--- config.mk ---
export PLATFORM = sky130hd
export DESIGN_NAME = mem_port_arbiter_flat
export DESIGN_NICKNAME = d
export VERILOG_FILES = /design/src/rtl/mem_port_arbiter_pkg.sv /design/src/rtl/mem_port_arbiter_if.sv /design/src/rtl/mem_port_arbiter_starve_counter.sv /design/src/rtl/mem_port_arbiter.sv /design/src/flat_wrapper.sv
export SDC_FILE = /design/constraint.sdc
export NUM_CORES = 1
export LEC_CHECK = 0
export CAP_MARGIN = 10
export CORE_MARGIN = 3
export CORE_UTILIZATION = 37
export CTS_CLUSTER_DIAMETER = 30
export DETAILED_ROUTE_END_ITERATION = 6
export PLACE_DENSITY_LB_ADDON = 0.05
export REMOVE_ABC_BUFFERS = 1
export SYNTH_ARGS = -nofsm -noshare
export SYNTH_HDL_FRONTEND = slang
export SYNTH_SLANG_ARGS = --single-unit
--- constraint.sdc ---
create_clock -name clk -period 1.86 [get_ports clk]
set_input_delay 0.372 -clock clk [delete_from_list [all_inputs] [get_ports clk]]
set_output_delay 0.372 -clock clk [all_outputs]
set_load 0.02 [all_outputs]
--- src/rtl/mem_port_arbiter_pkg.sv ---
// mem_arb_pkg: shared types and defaults for the data-memory port arbiter.
//   arb_state_t      : arbiter FSM state (CPU owns the port / host owns it)
//   DEFAULT_MAX_WAIT : default host wait limit before a forced grant
package mem_arb_pkg;

    typedef enum logic {
        ARB_CPU  = 1'b0,
        ARB_HOST = 1'b1
    } arb_state_t;

    localparam int unsigned DEFAULT_DATA_WIDTH    = 20;
    localparam int unsigned DEFAULT_ADDRESS_WIDTH = 20;
    localparam int unsigned DEFAULT_MAX_WAIT      = 15;

endpackage

--- src/rtl/mem_port_arbiter_if.sv ---
// mem_port_arbiter_if: bundles the CPU load/store path, the host port and the
// data-memory port that the arbiter sits between.
//   slave  : arbiter side (takes cpu_*/host_* requests and mem_rdata,
//            drives mem_* strobes, cpu_rdata/cpu_stall, host responses)
//   master : environment side (CPU datapath, host master, data_memory)
interface mem_port_arbiter_if #(
    parameter int unsigned DATA_WIDTH    = 20,
    parameter int unsigned ADDRESS_WIDTH = 20
);
    // CPU load/store path
    logic                     cpu_re;
    logic                     cpu_we;
    logic                     cpu_be;
    logic [ADDRESS_WIDTH-1:0] cpu_addr;
    logic [DATA_WIDTH-1:0]    cpu_wdata;
    logic [DATA_WIDTH-1:0]    cpu_rdata;
    logic                     cpu_stall;
    // host port
    logic                     host_valid;
    logic                     host_we;
    logic                     host_be;
    logic [ADDRESS_WIDTH-1:0] host_addr;
    logic [DATA_WIDTH-1:0]    host_wdata;
    logic                     host_ready;
    logic                     host_rvalid;
    logic [DATA_WIDTH-1:0]    host_rdata;
    // data memory port
    logic                     mem_re;
    logic                     mem_we;
    logic                     mem_be;
    logic [ADDRESS_WIDTH-1:0] mem_addr;
    logic [DATA_WIDTH-1:0]    mem_wdata;
    logic [DATA_WIDTH-1:0]    mem_rdata;

    modport slave (
        input  cpu_re, cpu_we, cpu_be, cpu_addr, cpu_wdata,
        output cpu_rdata, cpu_stall,
        input  host_valid, host_we, host_be, host_addr, host_wdata,
        output host_ready, host_rvalid, host_rdata,
        output mem_re, mem_we, mem_be, mem_addr, mem_wdata,
        input  mem_rdata
    );

    modport master (
        output cpu_re, cpu_we, cpu_be, cpu_addr, cpu_wdata,
        input  cpu_rdata, cpu_stall,
        output host_valid, host_we, host_be, host_addr, host_wdata,
        input  host_ready, host_rvalid, host_rdata,
        input  mem_re, mem_we, mem_be, mem_addr, mem_wdata,
        output mem_rdata
    );

endinterface

--- src/rtl/mem_port_arbiter_starve_counter.sv ---
// starve_counter: saturating count of cycles the host has been kept waiting.
//   clk, rst : clock, asynchronous active-low reset
//   inc      : count one more waiting cycle (holds at MAX_WAIT)
//   clr      : restart from zero (has priority over inc)
//   sat      : count has reached MAX_WAIT
module starve_counter #(
    parameter int unsigned MAX_WAIT = 15
) (
    input  logic clk,
    input  logic rst,
    input  logic inc,
    input  logic clr,
    output logic sat
);
    localparam int unsigned CNT_W = (MAX_WAIT < 1) ? 1 : $clog2(MAX_WAIT + 1);
    localparam logic [CNT_W-1:0] CNT_MAX = CNT_W'(MAX_WAIT);

    logic [CNT_W-1:0] wait_cnt;

    always_ff @(posedge clk or negedge rst) begin
        if (!rst) begin
            wait_cnt <= '0;
        end else if (clr) begin
            wait_cnt <= '0;
        end else if (inc && (wait_cnt != CNT_MAX)) begin
            wait_cnt <= wait_cnt + 1'b1;
        end
    end

    assign sat = (wait_cnt == CNT_MAX);

endmodule

--- src/rtl/mem_port_arbiter.sv ---
// mem_port_arbiter: shares the single data-memory port between the CPU
// load/store path (priority, zero-latency pass-through) and a host master
// (one-cycle transfers that stall the CPU).
//   clk, rst : clock, asynchronous active-low reset
//   bus      : mem_port_arbiter_if.slave (cpu_*, host_*, mem_* signals)
// Build option MEM_ARB_STARVE_EN: adds a starvation guard that forces a host
// grant after MAX_WAIT waiting cycles; without it the CPU has strict priority.
module mem_port_arbiter
    import mem_arb_pkg::*;
#(
    parameter int unsigned DATA_WIDTH    = DEFAULT_DATA_WIDTH,
    parameter int unsigned ADDRESS_WIDTH = DEFAULT_ADDRESS_WIDTH,
    parameter int unsigned MAX_WAIT      = DEFAULT_MAX_WAIT
) (
    input  logic              clk,
    input  logic              rst,
    mem_port_arbiter_if.slave bus
);
    arb_state_t               state;
    logic                     cpu_busy;
    logic                     force_grant;
    logic                     next_host;

    // host request captured at the grant edge and replayed during ARB_HOST,
    // so the host may present its next request while the current one runs
    logic                     hold_we;
    logic                     hold_be;
    logic [ADDRESS_WIDTH-1:0] hold_addr;
    logic [DATA_WIDTH-1:0]    hold_wdata;

    logic                     host_ready_q;
    logic                     cpu_stall_q;
    logic                     host_rvalid_q;
    logic [DATA_WIDTH-1:0]    host_rdata_q;

    assign cpu_busy = bus.cpu_re | bus.cpu_we;

    // from ARB_CPU the host needs an idle CPU or a forced grant; from ARB_HOST
    // only an idle CPU, so the host never wins twice in a row against the CPU
    assign next_host = (state == ARB_CPU)
                     ? (bus.host_valid & (~cpu_busy | force_grant))
                     : (bus.host_valid & ~cpu_busy);

`ifdef MEM_ARB_STARVE_EN
    logic wait_inc;
    logic wait_clr;

    assign wait_inc = (state == ARB_CPU) & bus.host_valid & ~next_host;
    assign wait_clr = ~bus.host_valid | (state != ARB_CPU) | next_host;

    starve_counter #(
        .MAX_WAIT (MAX_WAIT)
    ) u_starve_counter (
        .clk (clk),
        .rst (rst),
        .inc (wait_inc),
        .clr (wait_clr),
        .sat (force_grant)
    );
`else
    assign force_grant = 1'b0;
`endif

    // stall/ready are registered copies of the next state, so they depend on
    // state only and have no combinational path from the host inputs
    always_ff @(posedge clk or negedge rst) begin
        if (!rst) begin
            state         <= ARB_CPU;
            hold_we       <= 1'b0;
            hold_be       <= 1'b0;
            hold_addr     <= '0;
            hold_wdata    <= '0;
            host_ready_q  <= 1'b0;
            cpu_stall_q   <= 1'b0;
            host_rvalid_q <= 1'b0;
            host_rdata_q  <= '0;
        end else begin
            state         <= next_host ? ARB_HOST : ARB_CPU;
            host_ready_q  <= next_host;
            cpu_stall_q   <= next_host;
            host_rvalid_q <= (state == ARB_HOST) & ~hold_we;
            if (next_host) begin
                hold_we    <= bus.host_we;
                hold_be    <= bus.host_be;
                hold_addr  <= bus.host_addr;
                hold_wdata <= bus.host_wdata;
            end
            if ((state == ARB_HOST) && !hold_we) begin
                host_rdata_q <= bus.mem_rdata;
            end
        end
    end

    always_comb begin
        bus.mem_re    = bus.cpu_re;
        bus.mem_we    = bus.cpu_we;
        bus.mem_be    = bus.cpu_be;
        bus.mem_addr  = bus.cpu_addr;
        bus.mem_wdata = bus.cpu_wdata;
        bus.cpu_rdata = bus.mem_rdata;
        if (state == ARB_HOST) begin
            bus.mem_re    = ~hold_we;
            bus.mem_we    = hold_we;
            bus.mem_be    = hold_be;
            bus.mem_addr  = hold_addr;
            bus.mem_wdata = hold_wdata;
            bus.cpu_rdata = '0;
        end
        // no memory strobes may escape while reset is held
        if (!rst) begin
            bus.mem_re = 1'b0;
            bus.mem_we = 1'b0;
            bus.mem_be = 1'b0;
        end
    end

    assign bus.cpu_stall   = cpu_stall_q;
    assign bus.host_ready  = host_ready_q;
    assign bus.host_rvalid = host_rvalid_q;
    assign bus.host_rdata  = host_rdata_q;

endmodule

--- src/flat_wrapper.sv ---
// flat-port wrapper written by rule: the top's interface ports become plain ports
module mem_port_arbiter_flat import mem_arb_pkg::*;
#(
    parameter int unsigned DATA_WIDTH    = DEFAULT_DATA_WIDTH,
    parameter int unsigned ADDRESS_WIDTH = DEFAULT_ADDRESS_WIDTH,
    parameter int unsigned MAX_WAIT      = DEFAULT_MAX_WAIT
)
  (clk, rst, bus_cpu_re, bus_cpu_we, bus_cpu_be, bus_cpu_addr, bus_cpu_wdata, bus_cpu_rdata, bus_cpu_stall, bus_host_valid, bus_host_we, bus_host_be, bus_host_addr, bus_host_wdata, bus_host_ready, bus_host_rvalid, bus_host_rdata, bus_mem_re, bus_mem_we, bus_mem_be, bus_mem_addr, bus_mem_wdata, bus_mem_rdata);
  mem_port_arbiter_if #(.DATA_WIDTH(DATA_WIDTH), .ADDRESS_WIDTH(ADDRESS_WIDTH)) bus_i ();
  input  logic clk;
  input  logic rst;
  input wire logic [$bits(bus_i.cpu_re)-1:0] bus_cpu_re;
  input wire logic [$bits(bus_i.cpu_we)-1:0] bus_cpu_we;
  input wire logic [$bits(bus_i.cpu_be)-1:0] bus_cpu_be;
  input wire logic [$bits(bus_i.cpu_addr)-1:0] bus_cpu_addr;
  input wire logic [$bits(bus_i.cpu_wdata)-1:0] bus_cpu_wdata;
  output wire logic [$bits(bus_i.cpu_rdata)-1:0] bus_cpu_rdata;
  output wire logic [$bits(bus_i.cpu_stall)-1:0] bus_cpu_stall;
  input wire logic [$bits(bus_i.host_valid)-1:0] bus_host_valid;
  input wire logic [$bits(bus_i.host_we)-1:0] bus_host_we;
  input wire logic [$bits(bus_i.host_be)-1:0] bus_host_be;
  input wire logic [$bits(bus_i.host_addr)-1:0] bus_host_addr;
  input wire logic [$bits(bus_i.host_wdata)-1:0] bus_host_wdata;
  output wire logic [$bits(bus_i.host_ready)-1:0] bus_host_ready;
  output wire logic [$bits(bus_i.host_rvalid)-1:0] bus_host_rvalid;
  output wire logic [$bits(bus_i.host_rdata)-1:0] bus_host_rdata;
  output wire logic [$bits(bus_i.mem_re)-1:0] bus_mem_re;
  output wire logic [$bits(bus_i.mem_we)-1:0] bus_mem_we;
  output wire logic [$bits(bus_i.mem_be)-1:0] bus_mem_be;
  output wire logic [$bits(bus_i.mem_addr)-1:0] bus_mem_addr;
  output wire logic [$bits(bus_i.mem_wdata)-1:0] bus_mem_wdata;
  input wire logic [$bits(bus_i.mem_rdata)-1:0] bus_mem_rdata;
  assign bus_i.cpu_re = bus_cpu_re;
  assign bus_i.cpu_we = bus_cpu_we;
  assign bus_i.cpu_be = bus_cpu_be;
  assign bus_i.cpu_addr = bus_cpu_addr;
  assign bus_i.cpu_wdata = bus_cpu_wdata;
  assign bus_cpu_rdata = bus_i.cpu_rdata;
  assign bus_cpu_stall = bus_i.cpu_stall;
  assign bus_i.host_valid = bus_host_valid;
  assign bus_i.host_we = bus_host_we;
  assign bus_i.host_be = bus_host_be;
  assign bus_i.host_addr = bus_host_addr;
  assign bus_i.host_wdata = bus_host_wdata;
  assign bus_host_ready = bus_i.host_ready;
  assign bus_host_rvalid = bus_i.host_rvalid;
  assign bus_host_rdata = bus_i.host_rdata;
  assign bus_mem_re = bus_i.mem_re;
  assign bus_mem_we = bus_i.mem_we;
  assign bus_mem_be = bus_i.mem_be;
  assign bus_mem_addr = bus_i.mem_addr;
  assign bus_mem_wdata = bus_i.mem_wdata;
  assign bus_i.mem_rdata = bus_mem_rdata;
  mem_port_arbiter #(.DATA_WIDTH(DATA_WIDTH), .ADDRESS_WIDTH(ADDRESS_WIDTH), .MAX_WAIT(MAX_WAIT)) u_core (.clk(clk), .rst(rst), .bus(bus_i));
endmodule
-- Word level (Yosys, flattened, before mapping)
Cells that the tools add are included.
- bits in latches: 0
- input bits: 108
- register bits: 65
- word-level logic and storage cells: 25
- memories kept: 0
- output and inout port bits: 86
- memory bits (read-only): 0
- bits in writable memories: 0
- shift operators: 0
- reductions and logical operators: 2
- multiply operators: 0
- div/mod/pow operators: 0
- add/sub/neg operators: 0
- eq/ne operators: 0
- magnitude comparators: 0
- multiplexer cells: 10
- bitwise gates (word level): 5
- operators with widths (operator ; count):
    20-bit two-way mux ; 3
    1-bit two-way mux ; 7
    1-bit bitwise AND ; 2
    1-bit NOT ; 2
    1-bit logical AND ; 1
    1-bit zero test ; 1
    1-bit OR ; 1

-- Depth between registers and ports, before layout
- depth after elaboration: 4
- mapped depth: 4
- depth with buffers taken out: 2

-- Least setup slack after synthesis
No wires, ideal clock.
- path kind: register -> output
- from: register, netlist name u_core.bus.host_ready
- to: output port bus_mem_re
- required time: 1.488 ns
- arrival time: 1.441 ns
- stages on the path, launching flop included: 5
- path slack: 0.047 ns
- cell sequence: dfrtp_1 buf_4 nand2b_1 buf_2 a21boi_0
- RTL lines (element ; line ; source):
    end: declaration ; flat_wrapper.sv:27 ; output wire logic [$bits(bus_i.mem_re)-1:0] bus_mem_re;

==> flow_summary.yaml <==
run_status:
  status: "finished with violations"
  violations: "setup timing"
logic_synthesis:
  synth-edff-count: 0
  yosysSeqAreaShare_pct: 52.5
  yosys_warnings: 0
  yosys.cell_count.top_type: "mux2_2"
  yosysUniqueCellTypes: 13
  yosysTopAreaCell: "dfrtp_1"
  yosys_register_bits: 64
  ys_async_sr_fraction_pct: 100
  syn_avg_cell_area_sq_um: 14.6
  netlist_instances: 209
  syn_area_sq_mm: 0.00305
  synthFlopType: "dfrtp_1"
  netlist_top_cells_count: "100 x mux2_2, 64 x dfrtp_1, 22 x nor2b_1"
  ys_top_cells_by_area: "dfrtp_1 53%, mux2_2 37%, nor2b_1 4.5%, buf_6 1.5%, buf_2 0.99%"
  synth_top_area_share_pct: 52.5
global_routing:
  grt_pass1_wl_mm: 13.6
  antenna_found_initial: 0
  top_usage_layer: "met2"
  grt_max_degree: 44
  use_met2_pct: 29.8
  grt_pass1_vias: 2710
  grt_overflow: 0
  grt_use_met3_pct: 7.21
  grt_util_met1_pct: 21.0
  grt_usage_pct: 17.9
finish:
  drive_gt1_share_pct: 48.6
  syn2layout_area_growth_pct: 76.8
  layout.nets: 537
  stdcell_count: 536
  utilization_pct: 68.7
  diodes: 0
  fin_area_sq_mm: 0.00539
place:
  dp.cells: 511
  postPlaceCellArea_sq_mm: 0.00523
  numPortBuffers: 193
  dpl.hpwl_mm: 6.36
  pre_cts_ws_ns: -0.220
  place.gp.congestion: 0.829
worst_setup_path:
  r2r_start: "u_core.bus.host_ready$_DFF_PN0_"
  startpoint: "u_core.bus.host_ready$_DFF_PN0_"
  r2r_setup_slack_ns: 0.26
  r2r.worst_path.cells: 5
  start_kind: "flip-flop"
  worstPathArrival_ns: 1.51
  end_kind: "primary output"
  worstSetupPathType: "flip-flop to primary output"
  r2r_end: "u_core.bus.host_rdata[19]$_DFFE_PN0P_"
  path_max_fanout: 8
  crit_required_ns: 1.49
detailed_routing:
  num_vias: 2527
  vias_per_cell: 4.71
  ant_nets: 0
  drt_iter0_drc: 34
  drc_errors: 0
  first_pass_iters: 3
  wl_per_cell_microns: 15.8
  routed_wl_mm: 8.48
floorplan:
  start_util_pct: 38.8
  coreArea_sq_mm: 0.00785
  die_h_microns: 96.8
  rows: 32
  fp.dieW_microns: 96.8
  io-pin-count: 194
  dieArea_sq_mm: 0.00936
pwr:
  p_leak_uw: 0.00234
  p_seq_share_pct: 41.9
  p_int_uw: 3110
  netSwitchingFraction_pct: 28.4
  comb_power_share_pct: 33.0
  ir_worst_vdd_mv: 0.467
  clkPwrFrac_pct: 25.1
  power_switching_uw: 1230
  p_per_area_mw_per_mm2: 806
sta:
  finalSetupViolCount: 25
  setup_slack_ns: -0.0172
  timing.slew.headroom_pct: 73.1
  period_share_pct: 101
  clock_skew_ns: 0.00431
  finalCriticalPeriod_ns: 1.88
  final_max_slew_viol_count: 0
  worst_pin_slew_ns: 0.403
  rsz0062_at_grt: "true"
  clock.fmax_mhz: 533
  hold_viol: 0
clock_tree:
  root_buffer: "clkbuf_8"
  htree_levels: 3
  cts_max_path_buffers: 2
  cts_sinks: 64
  cts-buffers-inserted: 9
  cts_tree: "built"
  clk_pin_slew_worst_paths_ns: 0.07
  clk_latency_ns: 0.32
  ctsHoldBuffers: 0
hold_path:
  worstHoldPathType: "primary input to async pin"
run:
  cap_violations: 0
[worst max-delay path by stage]
stage | depth (start not counted) | slack (ns) | end
detailed placement | 4 | -0.22 | bus_mem_re
global route | 4 | -0.08 | bus_mem_addr[2]
CTS | 5 | -0.20 | bus_mem_wdata[6]
floorplan | 2 | -1.85 | bus_mem_re
global placement | 4 | -0.20 | bus_mem_re
finish | 4 | -0.02 | bus_mem_addr[10]
[sequential cells by signal (all words and copies together), names as in the netlist]
name,count
u_core.hold_wdata,20
u_core.hold_be,1
u_core.hold_we,1
u_core.bus.host_ready,1
u_core.bus.host_rvalid,1
u_core.hold_addr,20
u_core.bus.host_rdata,20
[timing repair]
action                     4_1_cts  5_1_grt
setup endpoints to repair       65       50
pin swaps                        0        1
gates cloned                     0        2
setup buffers                    7        2
resized for setup              222       80
[cells by family after synthesis]
family | synth area share, %
AO/OA/AOI/OAI | 0.246
buffers and inverters | 3.32
flip-flops | 52.5
multiplexers | 38.3
AND/OR/NAND/NOR | 5.54
[cells in the final DEF, fill, tap and decap left out, types with 3 or more instances in the layout]
| cell | Yosys | final |
|---|---|---|
| clkdlybuf4s50_1 | 0 | 127 |
| buf_6 | 4 | 25 |
| clkinv_2 | 0 | 3 |
| dfrtp_1 | 64 | 63 |
| buf_2 | 6 | 26 |
| clkbuf_8 | 0 | 12 |
| mux2_2 | 100 | 96 |
| nor2b_1 | 22 | 22 |
| clkbuf_2 | 0 | 10 |
| buf_12 | 0 | 4 |
| mux2_4 | 0 | 4 |
| buf_4 | 2 | 23 |
[cell type report]
class | instances | area (sq um)
well taps | 102 | 128
multi-input cells | 130 | 1370
fillers | 608 | 2460
repair buffers | 223 | 2100
inverters | 1 | 3.75
clock buffers | 13 | 169
clock inverters | 3 | 15.0
flip-flops and latches | 64 | 1600
[per-stage QoR]
stage / hold WS (ns) / power (uW) / setup TNS (ns)
floorplan: 0.0764 / 2480 / -80.16
global route: 0.0743 / 4580 / -2.26
finish: 0.0833 / 4340 / -0.159
CTS: 0.0718 / 4330 / -4.73
global placement: 0.431 / 3280 / -9.68
detailed placement: 0.435 / 3310 / -10.64
[worst max-delay path: stages (launching register included)]
cell and delay, ns:
dfrtp_2 0.41, buf_6 0.17, buf_4 0.13, mux2_2 0.33, buf_6 0.13
[power groups by stage]
stage                     Sequential (uW)  Combinational, uW  Clock [uW]
after floorplan                      1950                536           0
after global placement               1840               1440           0
after detailed placement             1840               1470           0
after CTS                            1820               1380        1130
after global routing                 1850               1530        1190
final                                1820               1430        1090
[layer usage]
metal  vias to the layer above  routed length, microns
met2                       123                    4370
met1                      1218                    3270
li1                       1174                       -
met3                        12                     697
met4                         0                     142
met5                         -                       0
Power figures use the tool's default switching activity.
